## src/rtl/control_unit.sv

```systemverilog
// control_unit: registered main decoder for the MIPS-subset datapath.
// Maps the 6-bit opcode to write-back select, register write enable,
// ALU operation class and ALU operand-B source, with one clock of latency.
// Optional build macro CU_ILLEGAL_TRAP_EN adds a registered illegal_op flag
// that is high for one decode whenever an opcode outside the table is sampled.
module control_unit #(
    parameter int                  OPCODE_W      = 6,
    parameter logic [OPCODE_W-1:0] CUSTOM_OPCODE = 6'b111111
) (
    input  logic                clk,
    input  logic                rst_n,
    input  logic [OPCODE_W-1:0] opcode,
    output logic                write_data_select,
    output logic                reg_write,
    output logic                alu_op,
    output logic                alu_select
`ifdef CU_ILLEGAL_TRAP_EN
    ,
    output logic                illegal_op
`endif
);

    localparam logic [OPCODE_W-1:0] OP_RTYPE = 6'b000000;
    localparam logic [OPCODE_W-1:0] OP_ADDI  = 6'b001000;
    localparam logic [OPCODE_W-1:0] OP_LW    = 6'b100011;
    localparam logic [OPCODE_W-1:0] OP_SW    = 6'b101011;
    localparam logic [OPCODE_W-1:0] OP_BEQ   = 6'b000100;

    logic write_data_select_d, write_data_select_q;
    logic reg_write_d,         reg_write_q;
    logic alu_op_d,            alu_op_q;
    logic alu_select_d,        alu_select_q;
    logic illegal_d,           illegal_q;

    // Combinational decode; unmatched opcodes (including X/Z in simulation) fall to NOP.
    always_comb begin
        write_data_select_d = 1'b0;
        reg_write_d         = 1'b0;
        alu_op_d            = 1'b0;
        alu_select_d        = 1'b0;
        illegal_d           = 1'b0;
        case (opcode)
            OP_RTYPE: begin
                reg_write_d = 1'b1;
                alu_op_d    = 1'b1;
            end
            OP_ADDI: begin
                reg_write_d  = 1'b1;
                alu_select_d = 1'b1;
            end
            OP_LW: begin
                write_data_select_d = 1'b1;
                reg_write_d         = 1'b1;
                alu_select_d        = 1'b1;
            end
            OP_SW: begin
                alu_select_d = 1'b1;
            end
            OP_BEQ: begin
                // Compare goes through the funct-class ALU path; branch resolution is elsewhere.
                alu_op_d = 1'b1;
            end
            CUSTOM_OPCODE: begin
                // LWI behaves like LW on the control side.
                write_data_select_d = 1'b1;
                reg_write_d         = 1'b1;
                alu_select_d        = 1'b1;
            end
            default: begin
                illegal_d = 1'b1;
            end
        endcase
    end

    // Output registers: cleared asynchronously, then load the decode every edge.
    always_ff @(posedge clk or negedge rst_n) begin
        if (!rst_n) begin
            write_data_select_q <= 1'b0;
            reg_write_q         <= 1'b0;
            alu_op_q            <= 1'b0;
            alu_select_q        <= 1'b0;
            illegal_q           <= 1'b0;
        end else begin
            write_data_select_q <= write_data_select_d;
            reg_write_q         <= reg_write_d;
            alu_op_q            <= alu_op_d;
            alu_select_q        <= alu_select_d;
            illegal_q           <= illegal_d;
        end
    end

    assign write_data_select = write_data_select_q;
    assign reg_write         = reg_write_q;
    assign alu_op            = alu_op_q;
    assign alu_select        = alu_select_q;

`ifdef CU_ILLEGAL_TRAP_EN
    assign illegal_op = illegal_q;
`else
    // Without the trap the flag register is dropped by synthesis; keep it referenced.
    logic unused_illegal;
    assign unused_illegal = illegal_q;
`endif

endmodule

```

## config.mk

```make
export PLATFORM = sky130hd
export DESIGN_NAME = control_unit
export DESIGN_NICKNAME = d
export VERILOG_FILES = /design/src/rtl/control_unit.sv
export SDC_FILE = /design/constraint.sdc
export NUM_CORES = 1
export LEC_CHECK = 0
export CELL_PAD_IN_SITES_DETAIL_PLACEMENT = 2
export CELL_PAD_IN_SITES_GLOBAL_PLACEMENT = 2
export CORE_AREA = 2 2 39 41
export CTS_BUF_LIST = sky130_fd_sc_hd__clkbuf_8
export CTS_CLUSTER_DIAMETER = 100
export DETAILED_ROUTE_END_ITERATION = 6
export DIE_AREA = 0 0 41 43
export DONT_BUFFER_PORTS = 1
export PLACE_DENSITY_LB_ADDON = 0.3
export SKIP_CTS_REPAIR_TIMING = 1
export SYNTH_ARGS = -nofsm -noshare
export SYNTH_HDL_FRONTEND = slang
export SYNTH_SLANG_ARGS = --single-unit
```

## constraint.sdc

```tcl
create_clock -name clk -period 0.8 [get_ports clk]
set_input_delay 0 -clock clk [delete_from_list [all_inputs] [get_ports clk]]
set_output_delay 0 -clock clk [all_outputs]
set_load 0.01 [all_outputs]
```

; After elaboration in Yosys (flattened, before gate mapping)
; Cells that the tools add are included.
[op_classes]
n_eq_ne = 5
mux = 4
reduce_logical = 5
[ops]
columns = operator, n
row1 = $eq A6 B6 Y1 const B, 3
row2 = $reduce_or A4 Y1, 2
row3 = $eq A6 B3 Y1 const B, 1
row4 = $eq A6 B4 Y1 const B, 1
row5 = $logic_not A6 Y1, 1
row6 = $mux W1, 4
row7 = $reduce_or A2 Y1, 2
[word_totals]
reg_bits = 4
out_inout_bits = 4
elab_cells = 18

; Depth between registers and ports, before layout
[logic_depth]
depth_word = 3
ltp_mapped = 3
mapped_depth_nobuf = 3

; Worst setup path before layout
; OpenSTA, ideal clock, no wires.
[synth_path]
kind = input-to-reg
startpoint = in opcode[5]
endpoint = reg alu_select_q, in the netlist alu_select
t_arrival_ns = 0.717
t_required_ns = 0.722
setup_slack_ns = 0.005
path_stages = 3
n_path_buf = 0
cell_sequence = or4_4 -> nor2_2 -> o2bb2ai_1
[synth_via]
elab_chain_cells = 3
elab_cells_between_ends = 6
classes_between = 4 x eq/ne / 1 x mux / 1 x reduce/logical
[synth_rtl]
columns = item, line
row1 = "start, declared", 12  ; input logic [OPCODE_W-1:0] opcode,
row2 = $eq A6 B6 Y1 or $eq A6 B4 Y1 (tied branches), 42  ; case (opcode)
row3 = $reduce_or A4 Y1 (no source line) *, n/a
row4 = $mux W1 *, 42
row5 = net alu_select_d, 32  ; logic alu_select_d, alu_select_q;
row6 = "end signal, assigned", 87  ; alu_select_q <= alu_select_d;
row7 = "end, declared", 32
; The timed path passes the listed nets; every way through them passes the cells marked *.

; Worst setup path after layout
; Ends and elaborated chain as after synthesis.

==> reports/qor.yml <==
dr.pass1.iters: 1
crit_path_max_fanout: 2
syn_to_final_growth_pct: 43.2
port_buffers: 0
fin_util_pct: 17.1
die_y_um: 43
p_int_w: 0.000541
fin_crit_ns: 0.645
rsz0062_at_grt: "false"
grt_usage_pct: 5.42
instances_no_fill: 34
coreArea_mm2: 0.00138
routedWlPerCell_um: 11.4
cp.required_ns: 0.92
hold_class: "in2reg"
drive_above_1_share_pct: 27.8
powerDensity_mw_per_mm2: 2740
ioPinCount: 12
rows: 14
relSlewSlack_pct: 86.7
clk_path_buf_depth: 2
synth.distinct_cells: 10
synth-main-ff-cell: "dfrtp_1"
antenna_cells: 0
synth_area_um2: 165
clk_pin_slew_ns: 0.03
critPathKind: "in2reg"
max_freq_mhz: 1550
p_leak_nw: 0.100
status: "finished, violations left"
place_congestion: 0.523
avgViaCountPerCell: 3.94
die_x_um: 41
drt_iter0_drc: 0
grt_max_degree: 5
total_power_w: 0.000649
grt.met1_usage_pct: 5.45
maxCapViolations: 0
pwr-share-comb_pct: 3.4
yosysMostFrequentCell: "dfrtp_1"
tightest_slew_ns: 0.200
dp_cells: 30
synth_area_per_cell_um2: 11.8
endpoint_kind: "flop"
h-tree-depth: 1
busiest_layer: "met4"
arrival_ns: 0.77
wirelength_um: 387
min_path_cells: 1
hold_end: "alu_op"
synth_edf_count: 0
fin_crit_sh_pct: 80.6
drcViolationCount: 0
synthArstFlopShare_pct: 100
yosysTopAreaCellShare_pct: 60.6
power.ir.vdd_worst_mv: 0.383
cts_made_buffers: 3
vias: 134
violations: "hold timing"
use_met2_pct: 5.63
antenna_found_initial: 0
synth_nets: 22
seq_area_frac_synth_pct: 60.6
switching_power_w: 0.000108
initial_utilization_pct: 11.9
finalMaxSlewViolations: 0
grt_pass1_vias: 151
pwr-share-seq_pct: 32.8
cts-root-buf: "clkbuf_8"
synth_warnings: 0
die_area_mm2: 0.00176
synthTopCellsByCount: "dfrtp_1 (4), nand3_1 (2)"
setup_viol: 0
syn_inst: 14
start_kind: "input port"
cts_tree: "built"
ys_ff_latch: 4
cts_sinks: 4
antenna_left: 0
hp-start: "opcode[3]"
grtUsageMet3_pct: 3.66
synth_largest_area_cell: "dfrtp_1"
grt_first_pass_wirelength_um: 552
fin_tns_setup_ns: 0
clock_power_share_pct: 63.7
finalHoldViolCount: 3
finalNetCount: 28
grt_overflow: 0
hold_slack_ns: -0.135
yosys-top-cells-area: "dfrtp_1 (61%), or4_4 (6.8%), nand3_1 (6.1%), o2bb2ai_1 (5.3%), o21a_1 (4.5%)"
switching_share_pct: 16.7
==> power groups by stage <==
stage          Combinational, W  Sequential (W)  Clock [W]
4_1_cts               0.0000159        0.000213   0.000429
3_3_place_gp          0.0000147        0.000215          0
6_report              0.0000223        0.000213   0.000413
5_1_grt               0.0000249        0.000214   0.000450
2_1_floorplan         0.0000131        0.000215          0
3_5_place_dp          0.0000156        0.000215          0
==> sequential cells by signal, indices dropped and copies added (netlist names) <==
| register | count |
|---|---|
| write_data_select | 1 |
| alu_select | 1 |
| alu_op | 1 |
| reg_write | 1 |
==> worst max-delay path: stages <==
cell	delay (ns)
or4_4	0.52
nor2_2	0.11
o2bb2ai_1	0.14
==> cell type report <==
cell class / count / area [um^2]
Sequential cell: 4 / 100
Tap cell: 16 / 20.0
Clock buffer: 3 / 41.3
Multi-Input combinational cell: 10 / 65.1
Fill cell: 155 / 1150
Timing Repair Buffer: 1 / 10.0
==> layout by cell type (no fill, tap or decap), drive strengths merged <==
cell,count
a21oi,1
clkbuf,3
or3,1
nand3,2
or2,1
dfrtp,4
o21a,1
nor2,2
or4,1
dlygate4sd3,1
o2bb2ai,1
==> routing by layer <==
metal | share of wire (%) | wire length, um
met1 | 35 | 137
met2 | 43 | 168
met3 | 21 | 81
met4 | 0 | 0
met5 | 0 | 0
==> kinds of logic after synthesis <==
group | synth area share, %
AOI/OAI and AO/OA | 12.9
DFF | 60.6
and+or+nand+nor | 26.5
==> worst max-delay path by stage <==
stage / cells past startpoint / startpoint / slack [ns] / to
2_1_floorplan: 3 / opcode[5] / 0.005 / alu_select
3_3_place_gp: 3 / opcode[5] / -0.04 / alu_select
3_5_place_dp: 3 / opcode[5] / -0.08 / alu_select
4_1_cts: 3 / opcode[5] / 0.15 / alu_select
5_1_grt: 3 / opcode[5] / 0.11 / alu_select
6_report: 3 / opcode[5] / 0.15 / alu_select
==> per-stage QoR <==
step,setup WS (ns),cell area (um^2)
floorplan,0.00531,165
detailed placement,-0.0772,185
finish,0.155,236
global placement,-0.0404,185
CTS,0.147,226
global route,0.112,236
Power figures use the tool's default switching activity.
